**config.mk**
```make
export PLATFORM = sky130hd
export DESIGN_NAME = decode_stage
export DESIGN_NICKNAME = d
export VERILOG_FILES = /design/src/rtl/mips_pkg.sv /design/src/rtl/reg_file_2r1w.sv /design/src/rtl/decode_stage.sv
export SDC_FILE = /design/constraint.sdc
export NUM_CORES = 2
export LEC_CHECK = 0
export CAP_MARGIN = 15
export CORE_MARGIN = 4
export CORE_UTILIZATION = 30
export CTS_BUF_LIST = sky130_fd_sc_hd__clkbuf_16
export DETAILED_ROUTE_END_ITERATION = 12
export GPL_ROUTABILITY_DRIVEN = 0
export PLACE_DENSITY = 0.43
export SYNTH_ARGS = -nofsm -noshare
export SYNTH_HDL_FRONTEND = slang
export SYNTH_HIERARCHICAL = 1
export SYNTH_SLANG_ARGS = --single-unit
```
**constraint.sdc**
```tcl
create_clock -name clk -period 3.2 [get_ports clk]
set_input_delay 0.64 -clock clk [delete_from_list [all_inputs] [get_ports clk]]
set_output_delay 0.64 -clock clk [all_outputs]
set_load 0.05 [all_outputs]
```
**src/rtl/mips_pkg.sv**
```systemverilog
// Shared MIPS pipeline definitions: opcodes, functs, ALU codes and the decoded control bundle.
// Fetch, Decode and Execute all import this package.
package mips_pkg;

  localparam logic [5:0] OP_RTYPE = 6'h00;
  localparam logic [5:0] OP_LW    = 6'h23;
  localparam logic [5:0] OP_SW    = 6'h2B;
  localparam logic [5:0] OP_BEQ   = 6'h04;
  localparam logic [5:0] OP_ADDI  = 6'h08;
  localparam logic [5:0] OP_J     = 6'h02;

  localparam logic [5:0] F_ADD = 6'h20;
  localparam logic [5:0] F_SUB = 6'h22;
  localparam logic [5:0] F_AND = 6'h24;
  localparam logic [5:0] F_OR  = 6'h25;
  localparam logic [5:0] F_SLT = 6'h2A;

  localparam logic [2:0] ALU_AND = 3'b000;
  localparam logic [2:0] ALU_OR  = 3'b001;
  localparam logic [2:0] ALU_ADD = 3'b010;
  localparam logic [2:0] ALU_SUB = 3'b110;
  localparam logic [2:0] ALU_SLT = 3'b111;

  typedef struct packed {
    logic       regwrite;
    logic       memtoreg;
    logic       memwrite;
    logic       branch;
    logic       alusrc;
    logic       regdst;
    logic       jump;
    logic [2:0] alucontrol;
    logic       illegal;
  } ctrl_t;

endpackage

```
**src/rtl/reg_file_2r1w.sv**
```systemverilog
// Register file with two combinational reads and one synchronous write.
// $0 is hardwired to zero; a same-cycle write is forwarded to matching reads.
module reg_file_2r1w #(
  parameter int NREG = 32,
  parameter int DW   = 32,
  parameter int AW   = $clog2(NREG)
) (
  input  logic          clk,
  input  logic          rst,
  input  logic [AW-1:0] ra1_i,
  input  logic [AW-1:0] ra2_i,
  output logic [DW-1:0] rd1_o,
  output logic [DW-1:0] rd2_o,
  input  logic          we_i,
  input  logic [AW-1:0] wa_i,
  input  logic [DW-1:0] wd_i
);

  logic [NREG-1:0][DW-1:0] mem_q;
  logic                    wr_en;

  assign wr_en = we_i && (wa_i != '0);

  always_ff @(posedge clk) begin
    if (rst) begin
      mem_q <= '0;
    end else if (wr_en) begin
      mem_q[wa_i] <= wd_i;
    end
  end

  // Bypass lets the ID/EX register latch the value Writeback is committing this cycle.
  always_comb begin
    rd1_o = mem_q[ra1_i];
    rd2_o = mem_q[ra2_i];
    if (wr_en && (wa_i == ra1_i)) rd1_o = wd_i;
    if (wr_en && (wa_i == ra2_i)) rd2_o = wd_i;
    if (ra1_i == '0) rd1_o = '0;
    if (ra2_i == '0) rd2_o = '0;
  end

endmodule

```
**src/rtl/decode_stage.sv**
```systemverilog
// MIPS Instruction Decode stage: control decode, register read, immediate sign-extension,
// and the ID/EX pipeline register. flushE turns the captured instruction into a bubble.
module decode_stage
  import mips_pkg::*;
#(
  parameter int NREG = 32,
  parameter int DW   = 32,
  parameter int AW   = $clog2(NREG)
) (
  input  logic          clk,
  input  logic          rst,
  input  logic [31:0]   instrD,
  input  logic [DW-1:0] pcD,
  input  logic [DW-1:0] pcplus4D,
  input  logic          flushE,
  input  logic          regwriteW,
  input  logic [AW-1:0] rdW,
  input  logic [DW-1:0] resultW,
  output logic          regwriteE,
  output logic          memtoregE,
  output logic          memwriteE,
  output logic          branchE,
  output logic          alusrcE,
  output logic          regdstE,
  output logic          jumpE,
  output logic [2:0]    alucontrolE,
  output logic [DW-1:0] rd1E,
  output logic [DW-1:0] rd2E,
  output logic [AW-1:0] rsE,
  output logic [AW-1:0] rtE,
  output logic [AW-1:0] rdE,
  output logic [DW-1:0] immE,
  output logic [DW-1:0] pcE,
  output logic [DW-1:0] pcplus4E,
  output logic          illegalE
);

  logic [5:0]    op, funct;
  logic [AW-1:0] rs, rt, rd;
  logic [DW-1:0] rd1, rd2, imm;
  ctrl_t         ctrl;

  assign op    = instrD[31:26];
  assign funct = instrD[5:0];
  assign rs    = instrD[25:21];
  assign rt    = instrD[20:16];
  assign rd    = instrD[15:11];
  assign imm   = {{(DW-16){instrD[15]}}, instrD[15:0]};

  reg_file_2r1w #(.NREG(NREG), .DW(DW)) u_rf (
    .clk   (clk),
    .rst   (rst),
    .ra1_i (rs),
    .ra2_i (rt),
    .rd1_o (rd1),
    .rd2_o (rd2),
    .we_i  (regwriteW),
    .wa_i  (rdW),
    .wd_i  (resultW)
  );

  always_comb begin
    ctrl = '0;
    if (instrD != 32'h0) begin
      case (op)
        OP_RTYPE: begin
          ctrl.regwrite = 1'b1;
          ctrl.regdst   = 1'b1;
          case (funct)
            F_ADD:   ctrl.alucontrol = ALU_ADD;
            F_SUB:   ctrl.alucontrol = ALU_SUB;
            F_AND:   ctrl.alucontrol = ALU_AND;
            F_OR:    ctrl.alucontrol = ALU_OR;
            F_SLT:   ctrl.alucontrol = ALU_SLT;
            default: begin
              ctrl         = '0;
              ctrl.illegal = 1'b1;
            end
          endcase
        end
        OP_LW: begin
          ctrl.regwrite   = 1'b1;
          ctrl.memtoreg   = 1'b1;
          ctrl.alusrc     = 1'b1;
          ctrl.alucontrol = ALU_ADD;
        end
        OP_SW: begin
          ctrl.memwrite   = 1'b1;
          ctrl.alusrc     = 1'b1;
          ctrl.alucontrol = ALU_ADD;
        end
        OP_BEQ: begin
          ctrl.branch     = 1'b1;
          ctrl.alucontrol = ALU_SUB;
        end
        OP_ADDI: begin
          ctrl.regwrite   = 1'b1;
          ctrl.alusrc     = 1'b1;
          ctrl.alucontrol = ALU_ADD;
        end
        OP_J:    ctrl.jump    = 1'b1;
        default: ctrl.illegal = 1'b1;
      endcase
    end
  end

  // ID/EX pipeline register
  ctrl_t         ctrl_q, ctrl_d;
  logic [DW-1:0] rd1_q, rd1_d, rd2_q, rd2_d, imm_q, imm_d, pc_q, pc_d, pc4_q, pc4_d;
  logic [AW-1:0] rs_q, rs_d, rt_q, rt_d, rd_q, rd_d;

  always_comb begin
    ctrl_d = ctrl;
    rd1_d  = rd1;
    rd2_d  = rd2;
    imm_d  = imm;
    pc_d   = pcD;
    pc4_d  = pcplus4D;
    rs_d   = rs;
    rt_d   = rt;
    rd_d   = rd;
    if (flushE) begin
      ctrl_d = '0;
      rd1_d  = '0;
      rd2_d  = '0;
      imm_d  = '0;
      pc_d   = '0;
      pc4_d  = '0;
      rs_d   = '0;
      rt_d   = '0;
      rd_d   = '0;
    end
  end

  always_ff @(posedge clk) begin
    if (rst) begin
      ctrl_q <= '0;
      rd1_q  <= '0;
      rd2_q  <= '0;
      imm_q  <= '0;
      pc_q   <= '0;
      pc4_q  <= '0;
      rs_q   <= '0;
      rt_q   <= '0;
      rd_q   <= '0;
    end else begin
      ctrl_q <= ctrl_d;
      rd1_q  <= rd1_d;
      rd2_q  <= rd2_d;
      imm_q  <= imm_d;
      pc_q   <= pc_d;
      pc4_q  <= pc4_d;
      rs_q   <= rs_d;
      rt_q   <= rt_d;
      rd_q   <= rd_d;
    end
  end

  assign regwriteE   = ctrl_q.regwrite;
  assign memtoregE   = ctrl_q.memtoreg;
  assign memwriteE   = ctrl_q.memwrite;
  assign branchE     = ctrl_q.branch;
  assign alusrcE     = ctrl_q.alusrc;
  assign regdstE     = ctrl_q.regdst;
  assign jumpE       = ctrl_q.jump;
  assign alucontrolE = ctrl_q.alucontrol;
  assign illegalE    = ctrl_q.illegal;
  assign rd1E        = rd1_q;
  assign rd2E        = rd2_q;
  assign immE        = imm_q;
  assign pcE         = pc_q;
  assign pcplus4E    = pc4_q;
  assign rsE         = rs_q;
  assign rtE         = rt_q;
  assign rdE         = rd_q;

endmodule

```
Word-level counts from Yosys, hierarchy flattened:

Cells that the tools add are included.

* multiply operators: 0
* $add $sub $neg: 0
* bitwise logic cells: 2
* mux-type cells: 20
* div/mod/pow operators: 0
* shift operators: 0
* reductions and logical operators: 18
* magnitude comparators: 4
* equality and inequality tests: 12

Operator list (count)
* $bwmux 1024: 1
* $bmux 32 s5: 2
* $demux 32 s5: 1
* $mux 32: 5
* $eq 6x6->1 const B: 7
* $reduce_bool 32->1: 1
* $lt 5x6->1 const B: 3
* $pmux 1 s2: 7
* $pmux 3 s4: 1
* $reduce_or 3->1: 4
* $eq 5x5->1: 2
* $logic_not 5->1: 2
* $reduce_or 5->1: 2
* $pmux 3 s3: 1
* $mux 7: 1
* $eq 6x2->1 const B: 1
* $eq 6x3->1 const B: 1
* $eq 6x4->1 const B: 1
* $logic_not 6->1: 1
* $ge 5x1->1 const B: 1
* $reduce_bool 5->1: 1
* $logic_and 1x1->1: 4
* $reduce_or 2->1: 2
* $reduce_or 4->1: 1
* other kinds (2): 3

* input bits: 137
* ROM bits: 0
* flip-flop bits (word level): 1194
* output and inout bits: 186
* bits in latches: 0
* memory bits (writable): 0
* memories kept: 0
* word-level logic and storage cells: 105

Depth between registers and ports, before layout:

* depth in word-level cells: 5
* mapped depth: 11
* depth with buffers taken out: 6

Modules after synthesis:

The synthesis kept the hierarchy.

By module, submodules not included
* reg_file_2r1w: area each 53082.2 sq um, sequential area each 20499.7 sq um, cells each 6238, times used 1
* decode_stage: area each 4822.1 sq um, sequential area each 3303.2 sq um, cells each 411, times used 1

Least setup slack after synthesis:

No wires, ideal clock.

* kind: input-to-reg
* from: input instrD[21]
* to: register rd1_q[4], in the netlist rd1E[4]
* path buffers: 2
* required time: 3085 ps
* arrival time: 2356 ps
* stages: 8
* setup slack: 729 ps
* setup time: 115 ps
* cells stage by stage: buf_4 buf_2 mux4_2 nand2_1 nand3_1 a2111oi_0 nor3_1 and2_1

* word-level cells in the longest chain between the ends: 3
* elaborated cells between the ends (all ways): 7
* classes of those cells: 1 x eq/ne; 3 x mux; 3 x reduce/logical

RTL lines
* start: declaration: line decode_stage.sv:12 `input logic [31:0] instrD,`
* $bmux 32 s5 or $eq 5x5->1 (tied branches): line reg_file_2r1w.sv:34, reg_file_2r1w.sv:36
* $mux 32 (not written as such) or $logic_and 1x1->1 (tied branches): line reg_file_2r1w.sv:34, reg_file_2r1w.sv:36
* $mux 32: line reg_file_2r1w.sv:36 `if (wr_en && (wa_i == ra1_i)) rd1_o = wd_i;`
* end signal: assignment: line decode_stage.sv:148 `rd1_q <= rd1_d;`
* end: declaration: line decode_stage.sv:109 `logic [DW-1:0] rd1_q, rd1_d, rd2_q, rd2_d, imm_q, imm_d, pc_q, pc_d, pc4_q, pc4_d;`

Parallel ways exist; a longest one is shown, timed or not. The select of a mux whose other input is x is not followed.
A chain may end at the register's enable or synchronous reset.

Worst setup path in the final report:

* from: register rd1_q[11], in the netlist rd1E[11]
* to: output rd1E[11]

RTL lines
* end: declaration: line decode_stage.sv:27 `output logic [DW-1:0] rd1E,`

No word-level cell between the ends.

==> summary.txt <==
Outcome
  – Status: finished clean

Yosys
  – Cells after synthesis: approximately 6600
  – Syn Nets: slightly below 7000
  – Cell taking the most area after synthesis: dfxtp_1
  – YS warnings: 6
  – Synth area leaders: dfxtp_1 (41%), mux4_2 (14%), nand2_1 (14%)
  – Fraction of registers with async set/reset: 0
  – Synth Register Bits: approximately 1200
  – Sequential area share after synthesis: 0.411
  – Synthesized area: 0.0579 sq mm
  – Post-synth top area share: 0.411
  – Avg Inst Size Synth: between 8 and 9 sq um
  – Primary FF master, synth: dfxtp_1
  – Yosys cell types: between 70 and 80
  – EDFF count, synth: 0

Floorplan
  – Chip width: 447 um
  – CORE AREA: 0.191 sq mm
  – Die area: 0.200 sq mm
  – Row count: 160
  – Starting density of the core: 0.303
  – I/O pin total: 323
  – Die height: 447 um

Placed design
  – DP Area: ~0.067 sq mm
  – Inst Count DP: 9276
  – Port bufs: 322
  – DPL Wire Length: 194000 um

GRT
  – First-pass GRT wire length: roughly 410000 um
  – Total GRT Usage: 0.290
  – Initial antenna violation count: 17
  – Vias in the first global route: roughly 51000
  – Largest net degree at the start of global routing: around 170
  – Total grt overflow: 0

Clock tree
  – CTS tree: yes
  – Post-CTS resize count: 0
  – Setup bufs post-CTS: 0
  – H-tree depth: 4
  – CTS Buf Count: 145
  – Sink Count: 1189
  – Latest clock arrival within the worst-skew pair: 0.81 ns
  – Reg clk slew, reported paths: roughly 0.050 ns
  – Clock root buffer: clkbuf_16
  – Clock Tree Buf Depth: 3
  – Hold-fix buffers, CTS: 0

Critical path
  – Crit-path slowest cell: clkdlybuf4s50_1
  – Cell chain of the critical path: clkdlybuf4s50_1
  – CP startpoint kind: flip-flop
  – Crit path max-delay family: buffers and inverters
  – CP arrival: 2.39 ns
  – Worst Path Max Fanout: 1
  – Worst R2R Setup Slack: 0.92 ns
  – Slowest stage delay, CP: 0.92 ns
  – CP Class: reg2out
  – Req. time, crit path: 2.56 ns
  – Critical path capture point type: output port
  – Bufs and invs on worst path: 1

Cells and area
  – Layout cell share with drive strength beyond 1: 0.179
  – Final Net Count: slightly above 7000
  – Layout area overhead: 23.2%
  – Util after Layout: 0.373
  – Finished Layout Cells: 9526
  – Design area: around 0.07 sq mm

Timing
  – Final setup vio count: 0
  – Max Slew Vio Count: 0
  – RSZ-0062 raised after global routing: false
  – Crit share post-route: 0.947
  – Final hold viol count: 0
  – Setup Skew: 0.0360 ns
  – Tmin final: 3.03 ns
  – Max Freq: approximately 330 MHz
  – Final hold slack: 0.213 ns
  – Worst Tran Pin Value: 0.950 ns
  – Max_slew headroom: 0.367

Worst hold path
  – HP Class: in2reg

Drt
  – First DRT Iteration DRCs: between 5000 and 6000
  – Wire per inst: 31.4 um
  – Drc violations: 0
  – Vias: 54200
  – WL final: ~300000 um
  – First-pass iteration count of the detailed router: 6
  – Vias/cell: 5.69
  – Post-route antenna net violation count: 0

Pwr
  – Power, Total: 34.8 mW
  – Sw Pwr: 9.65 mW
  – Internal: 25.2 mW
  – Clock power frac: 0.449
  – Sequential share of power: 0.433
  – VDD IR max: between 0.5 and 0.6 mV
  – PwrDens: 488 mW/mm^2
  – Combinational share of power: 0.117
  – Sw Share: 0.277
  – LEAKAGE: 24.4 nW

Job
  – Max-cap viol count: 0
synthesized netlist by cell type, types with 8 or more instances:
| library cell | instances |
|---|---|
| nor3b_1 | 9 |
| a211oi_1 | 37 |
| buf_6 | 31 |
| nor3_1 | 84 |
| nand2b_1 | 17 |
| o211ai_1 | 8 |
| o22a_1 | 13 |
| o21ai_0 | 17 |
| o22ai_1 | 78 |
| o221ai_1 | 20 |
| clkbuf_2 | 24 |
| a2111oi_0 | 26 |
| or2_2 | 9 |
| xnor2_1 | 8 |
| mux2i_1 | 227 |
| nand2_1 | 2098 |
| nand3_1 | 26 |
| mux4_2 | 366 |
| nor4_1 | 21 |
| a22o_1 | 14 |
| mux2_2 | 101 |
| buf_2 | 122 |
| a211o_1 | 13 |
| a21oi_1 | 1018 |
| a221oi_1 | 51 |
| and2_1 | 159 |
| buf_1 | 10 |
| nor2b_1 | 60 |
| a22oi_1 | 49 |
| buf_4 | 64 |
| dfxtp_1 | 1189 |
| nor2_1 | 132 |
| clkbuf_1 | 443 |
| o31ai_1 | 18 |
registers in the layout (all words and copies together) (netlist names):
signal,cells
illegalE,1
regdstE,1
memwriteE,1
jumpE,1
pcE,32
rd2E,32
pcplus4E,32
alusrcE,1
immE,16
u_rf/mem_q,1024
memtoregE,1
rtE,5
rd1E,32
rsE,5
branchE,1
alucontrolE,3
regwriteE,1
cell usage in the layout, fill, tap and decap left out, types with 25 or more instances in the layout:
| cell type | count |
|---|---|
| nand2_1 | 2067 |
| dfxtp_1 | 1189 |
| a21oi_1 | 1018 |
| mux4_2 | 366 |
| buf_4 | 337 |
| clkdlybuf4s50_1 | 311 |
| mux2i_1 | 227 |
| and2_1 | 159 |
| buf_12 | 156 |
| clkbuf_16 | 150 |
| mux2_2 | 101 |
| nor2_1 | 97 |
| nor3_1 | 83 |
| o22ai_1 | 78 |
| nor2b_1 | 56 |
| a221oi_1 | 51 |
| a22oi_1 | 49 |
| inv_1 | 37 |
| a211oi_1 | 37 |
| nor2_4 | 33 |
| nand2_2 | 31 |
| clkinv_1 | 29 |
| nand3_1 | 26 |
| clkinv_2 | 25 |
| a2111oi_0 | 25 |
power groups by stage:
stage	clock (mW)	sequential (mW)	combinational (mW)
after floorplan	0	15.6	1.82
after global placement	0	15.4	4.02
after detailed placement	0	15.4	4.02
after CTS	15.9	15.1	4.02
after global routing	16.5	15.1	4.18
final	15.7	15.1	4.08
logic make-up after synthesis:
kind of cell,share of synthesized area
flip-flops,0.411
AO/OA/AOI/OAI,0.140
buffers and inverters,0.0577
AND/OR/NAND/NOR,0.188
XOR/XNOR,0.00166
multiplexers,0.202
final cells by class:
class / count / area [sq um]
multi-input combinational: 4755 / 31100
sequential: 1189 / 23800
timing repair buffer: 813 / 8870
fill: 19200 / 120000
inverter: 8 / 30.0
clock inverter: 96 / 564
tap: 2511 / 3140
clock buffer: 150 / 3750
antenna: 4 / 10.0
per-layer routing:
layer / global-route usage / part of all wire / wire length (um)
met4: 0.141 / 0.055 / 16400
met5: 0 / 0.00027 / 80
met3: 0.0514 / 0.079 / 23600
met2: 0.463 / 0.46 / 137000
met1: 0.379 / 0.41 / 122000
per-stage QoR:
stage | setup TNS (ns) | worst slack, ns
finish | 0 | 0.170
global route | 0 | 0.0914
CTS | 0 | 0.0558
detailed placement | -0.0403 | -0.0403
global placement | -0.0964 | -0.0964
floorplan | 0 | 0.729
path summary, 6_finish.rpt:
check        cells past startpoint                           end                    startpoint
max reg2reg                      7           rd2E[26]$_SDFF_PP0_  u_rf/mem_q[762]$_SDFFE_PP0P_
max                              1                      rd1E[11]           rd1E[11]$_SDFF_PP0_
min reg2reg                      2  u_rf/mem_q[112]$_SDFFE_PP0P_  u_rf/mem_q[112]$_SDFFE_PP0P_
min                              2             rtE[1]$_SDFF_PP0_                    instrD[17]
Note: power is estimated with default switching activity, not from simulation.
